--- src/rtl/main_memory_ctrl.sv ---
// Main memory behind the L1 cache: a 32x8 array with a fixed read latency.
// A small write-back FIFO absorbs dirty lines, forwards them to reads and drains while idle.
module main_memory_ctrl #(
  parameter int LATENCY  = 3,
  parameter int WB_DEPTH = 2
) (
  input  logic       clock_in,
  input  logic       resetn_in,
  input  logic       req_in,
  input  logic       we_in,
  input  logic [4:0] addr_in,
  input  logic [7:0] data_in,
  output logic       ready_out,
  output logic       valid_out,
  output logic [7:0] q_out,
  output logic       busy_out,
  output logic [1:0] wb_count_out
);

  localparam logic [1:0] IDLE      = 2'd0;
  localparam logic [1:0] READ_WAIT = 2'd1;
  localparam logic [1:0] RESPOND   = 2'd2;

  logic [1:0] state;
  logic [2:0] lat_cnt;
  logic [4:0] rd_addr;
  logic [7:0] mem [32];
  logic [4:0] wb_addr [4];
  logic [7:0] wb_data [4];
  logic [1:0] head;
  logic [1:0] tail;
  logic [1:0] wb_count;

  logic       accept;
  logic       push;
  logic       rd_acc;
  logic       drain;
  logic       fwd_hit;
  logic [7:0] fwd_data;
  logic [2:0] pos;
  logic [1:0] ix;

  function automatic logic [1:0] next_ptr(input logic [1:0] p);
    return (p == 2'(WB_DEPTH - 1)) ? 2'd0 : p + 2'd1;
  endfunction

  assign ready_out    = (state == IDLE) && (wb_count < 2'(WB_DEPTH));
  assign valid_out    = (state == RESPOND);
  assign busy_out     = (state != IDLE) || (wb_count != 2'd0);
  assign wb_count_out = wb_count;

  assign accept = req_in && ready_out;
  assign push   = accept && we_in;
  assign rd_acc = accept && !we_in;
  assign drain  = (state == IDLE) && (wb_count != 2'd0) && !rd_acc;

  // Walk oldest to newest so the last hit left standing is the newest matching entry.
  always_comb begin
    fwd_hit  = 1'b0;
    fwd_data = '0;
    pos      = '0;
    ix       = '0;
    for (int i = 0; i < WB_DEPTH; i++) begin
      pos = {1'b0, head} + 3'(i);
      if (pos >= 3'(WB_DEPTH)) pos = pos - 3'(WB_DEPTH);
      ix = pos[1:0];
      if ((2'(i) < wb_count) && (wb_addr[ix] == addr_in)) begin
        fwd_hit  = 1'b1;
        fwd_data = wb_data[ix];
      end
    end
  end

  always_ff @(posedge clock_in or negedge resetn_in) begin
    if (!resetn_in) begin
      state    <= IDLE;
      lat_cnt  <= '0;
      rd_addr  <= '0;
      q_out    <= '0;
      head     <= '0;
      tail     <= '0;
      wb_count <= '0;
      for (int i = 0; i < 32; i++) mem[i] <= '0;
      for (int i = 0; i < 4; i++) begin
        wb_addr[i] <= '0;
        wb_data[i] <= '0;
      end
    end else begin
      case (state)
        IDLE: begin
          if (rd_acc) begin
            if (fwd_hit) begin
              q_out <= fwd_data;
              state <= RESPOND;
            end else begin
              rd_addr <= addr_in;
              lat_cnt <= 3'(LATENCY - 1);
              state   <= READ_WAIT;
            end
          end
        end
        // Leave as the count reaches zero so the L1 samples valid on edge LATENCY after acceptance.
        READ_WAIT: begin
          lat_cnt <= lat_cnt - 3'd1;
          if (lat_cnt == 3'd1) begin
            q_out <= mem[rd_addr];
            state <= RESPOND;
          end
        end
        RESPOND: state <= IDLE;
        default: state <= IDLE;
      endcase

      if (push) begin
        wb_addr[tail] <= addr_in;
        wb_data[tail] <= data_in;
        tail          <= next_ptr(tail);
      end
      if (drain) begin
        mem[wb_addr[head]] <= wb_data[head];
        head               <= next_ptr(head);
      end
      case ({push, drain})
        2'b10:   wb_count <= wb_count + 2'd1;
        2'b01:   wb_count <= wb_count - 2'd1;
        default: wb_count <= wb_count;
      endcase
    end
  end

endmodule

--- config.mk ---
export PLATFORM = sky130hd
export DESIGN_NAME = main_memory_ctrl
export DESIGN_NICKNAME = d
export VERILOG_FILES = /design/src/rtl/main_memory_ctrl.sv
export SDC_FILE = /design/constraint.sdc
export NUM_CORES = 1
export LEC_CHECK = 0
export CORE_ASPECT_RATIO = 0.9
export CORE_MARGIN = 1.5
export CORE_UTILIZATION = 64
export DETAILED_ROUTE_END_ITERATION = 8
export DONT_BUFFER_PORTS = 1
export GPL_ROUTABILITY_DRIVEN = 0
export HOLD_SLACK_MARGIN = 0.03
export PLACE_DENSITY = 0.91
export SYNTH_ARGS = -nofsm -noshare
export SYNTH_HDL_FRONTEND = slang
export SYNTH_SLANG_ARGS = --single-unit
--- constraint.sdc ---
create_clock -name clock_in -period 3.3 [get_ports clock_in]
set_input_delay 0.66 -clock clock_in [delete_from_list [all_inputs] [get_ports clock_in]]
set_output_delay 0.66 -clock clock_in [all_outputs]
set_load 0.1 [all_outputs]
==> results.py <==
metrics = {
    "timing": {
        "post-route-period-util": 0.9609,
        "worst_hold_slack_ns": -0.1627,
        "slew_headroom": 0.3321,
        "hold_viol": 186,
        "drv_slew": 0,
        "max_freq_mhz": 315.4,
        "worst_pin_slew_ns": 1.002,
        "finalSetupViolCount": 0,
        "postLayoutSetupSlackWorst_ns": 0.1290,
        "finalClockSkew_ns": 0.01438,
        "setup_tns_ns": 0,
        "fin_crit_ns": 3.171,
        "rsz0062_at_grt": "false",
    },
    "placed_design": {
        "place_area_mm2": 0.01619,
        "hpwl_mm": 22.41,
        "dp.cells": 1350,
        "dpl_worst_slack_ns": 0.2693,
        "port_buffers": 0,
    },
    "yosys": {
        "ys_types": 52,
        "yosysWarnings": 0,
        "synthFlopType": "dfrtp_1",
        "synth_most_common_cell": "dfrtp_1",
        "synth_edf_count": 0,
        "syn_nets": 1103,
        "synth-seq-cells": 332,
        "synth_common_cells": "332 x dfrtp_1, 323 x mux2_2, 65 x mux4_2, 50 x mux2i_1, 43 x clkbuf_1",
        "synthTopCellsByArea": "dfrtp_1 53%, mux2_2 23%, mux4_2 9.3%",
        "yosys.area.top_type_share": 0.5255,
        "async_reset_ff_frac": 1.000,
        "seq_area_frac_synth": 0.5255,
        "synth_area_leader_cell": "dfrtp_1",
        "syn_inst": 1081,
        "syn_area_mm2": 0.01581,
        "postSynthAreaPerCell_um2": 14.62,
    },
    "setup_path": {
        "crit_required_ns": 3.69,
        "crit_fanout": 9,
        "end_kind": "flip-flop",
        "rrSetupSlack_ns": 0.13,
        "r2r_end": "mem[13]$_DFFE_PN0P_",
        "critPathKind": "flip-flop to flip-flop",
        "cp_cell_sequence": "buf_4, and2b_1, a211oi_1, a21oi_1, nand3_1, nor2_2, mux2_2",
        "critPathArrivalTime_ns": 3.56,
        "r2r-start": "head[1]$_DFFE_PN0P_",
        "r2r_cells": 7,
        "start_kind": "flip-flop",
        "slowest_delay_ns": 0.70,
        "crit_slowest_cell": "a21oi_1",
    },
    "power": {
        "power.density_mw_per_mm2": 1010,
        "switching_power_w": 0.006523,
        "pwr-share-clk": 0.225,
        "ir_drop_mv": 0.4649,
        "swShare": 0.3725,
        "internal_power_w": 0.01099,
        "p_leak_nw": 7.922,
        "p_seq_frac": 0.391,
        "combPwrFrac": 0.384,
    },
    "cells_and_area": {
        "nets": 1101,
        "insertedDiodeCount": 0,
        "area_growth_pct": 9.711,
        "fin_area_mm2": 0.01734,
        "final_cells": 1413,
        "drive_above_1_share": 0.4724,
    },
    "clocking": {
        "cts_tree": "done",
        "clkTransAtPathRegs_ns": 0.06,
        "cts-root-buf": "clkbuf_16",
        "htreeDepth": 2,
        "cts-resized-gates": 0,
        "numCtsBuffers": 35,
        "clock_latency_ns": 0.52,
        "clk_path_buf_depth": 3,
        "cts_sinks": 332,
        "postCtsSetupBuffers": 0,
    },
    "run_status": {
        "violations": "negative hold slack",
        "outcome": "finished with violations",
    },
    "floorplan": {
        "core_area_mm2": 0.02426,
        "die_h_um": 152.1,
        "ioPinCount": 30,
        "die-area_mm2": 0.02565,
        "die_x_um": 168.7,
        "start_util": 0.6518,
        "rows": 54,
    },
    "global_route": {
        "gr-total-overflow": 0,
        "grt_max_degree": 333,
        "grt_pass1_wl_mm": 56.86,
        "grt_usage": 0.2899,
        "grt_pass1_vias": 10060,
        "antenna_found_initial": 0,
    },
    "route": {
        "viasPerCell": 6.628,
        "ant_nets": 0,
        "remaining_drc_errors": 0,
        "wl_mm": 35.50,
        "wl_per_cell_um": 25.12,
        "vias": 9366,
        "dr.pass1.iters": 8,
        "drt_iter0_drc": 969,
    },
    "run": {
        "maxCapViolCount": 0,
    },
    "min_path": {
        "hold_path.class": "input pin to async pin",
    },
}
cell families after synthesis:
family                   share of synthesized area
AND/OR/NAND/NOR                            0.04606
flip-flops                                  0.5255
buffers and inverters                      0.02295
multiplexers                                0.3581
adder cells (fa/ha/maj)                   0.003957
XOR/XNOR                                  0.009418
AO/OA/AOI/OAI                              0.03395
power by group through the flow:
stage          combinational, W  clock (W)  sequential (W)
2_1_floorplan           0.00516          0         0.00629
3_3_place_gp            0.00635          0         0.00676
3_5_place_dp            0.00658          0         0.00686
4_1_cts                 0.00668    0.00398         0.00683
5_1_grt                 0.00713    0.00414         0.00703
6_report                0.00672    0.00394         0.00685
final cells by class:
type / count / area (um^2)
Timing Repair Buffer: 33 / 272.8
Tap cell: 308 / 385.4
Inverter: 8 / 30.03
Clock buffer: 51 / 1049
Fill cell: 1456 / 6912
Clock inverter: 12 / 110.1
Multi-Input combinational cell: 669 / 7183
Sequential cell: 332 / 8314
placed cells by master (no fill, tap or decap), types with 4 or more instances in the layout:
cell type,instances
dfrtp_1,329
mux2_2,323
mux4_2,65
mux2i_1,49
clkbuf_16,37
nand2_1,36
buf_4,31
nor2b_1,22
o21ai_0,20
xnor2_1,17
nor2_2,16
nand3_1,14
nor2_1,11
clkinv_2,10
a211oi_1,9
a221oi_1,9
inv_1,8
nand2_2,8
a22oi_1,7
o221ai_1,7
clkbuf_1,7
clkbuf_8,7
a21oi_2,6
ha_1,5
nand3b_1,4
mux2_1,4
layer usage:
layer | up-vias | wire length (um) | GRT usage
li1 | 4002 | - | -
met1 | 4912 | 14600 | 0.3904
met2 | 352 | 17150 | 0.4603
met3 | 100 | 2504 | 0.06616
met4 | 0 | 1250 | 0.1182
met5 | - | 0 | 0
flip-flops by register name (all words and copies together) (netlist names):
register	flops
rd_addr	5
state	2
wb_count_out	2
wb_addr	20
lat_cnt	3
tail	2
head	2
q_out	8
mem	256
wb_data	32
critical path, delay by kind of cell, from the launching register on:
kind | cells | cell delay [ns]
flip-flops | 1 | 0.48
buffers and inverters | 1 | 0.23
multiplexers | 1 | 0.40
AO/OA/AOI/OAI | 2 | 0.74
AND/OR/NAND/NOR | 3 | 1.18
stage by stage:
stage	util	total power, W
2_1_floorplan	-	0.01145
3_3_place_gp	0.6673	0.01311
3_5_place_dp	0.6673	0.01344
4_1_cts	0.7151	0.01749
5_1_grt	0.7151	0.01830
6_report	0.7151	0.01751
worst max path at each step:
stage / depth (start not counted) / end / slack, ns / startpoint
floorplan: 5 / wb_addr[16]$_DFFE_PN0P_ / 0.11 / wb_count_out[1]$_DFFE_PN0P_
global placement: 7 / mem[13]$_DFFE_PN0P_ / 0.38 / head[1]$_DFFE_PN0P_
detailed placement: 7 / mem[14]$_DFFE_PN0P_ / 0.27 / head[1]$_DFFE_PN0P_
CTS: 7 / mem[8]$_DFFE_PN0P_ / 0.23 / head[1]$_DFFE_PN0P_
global route: 7 / mem[8]$_DFFE_PN0P_ / 0.07 / head[1]$_DFFE_PN0P_
finish: 7 / mem[13]$_DFFE_PN0P_ / 0.13 / head[1]$_DFFE_PN0P_
Power figures use the tool's default switching activity.
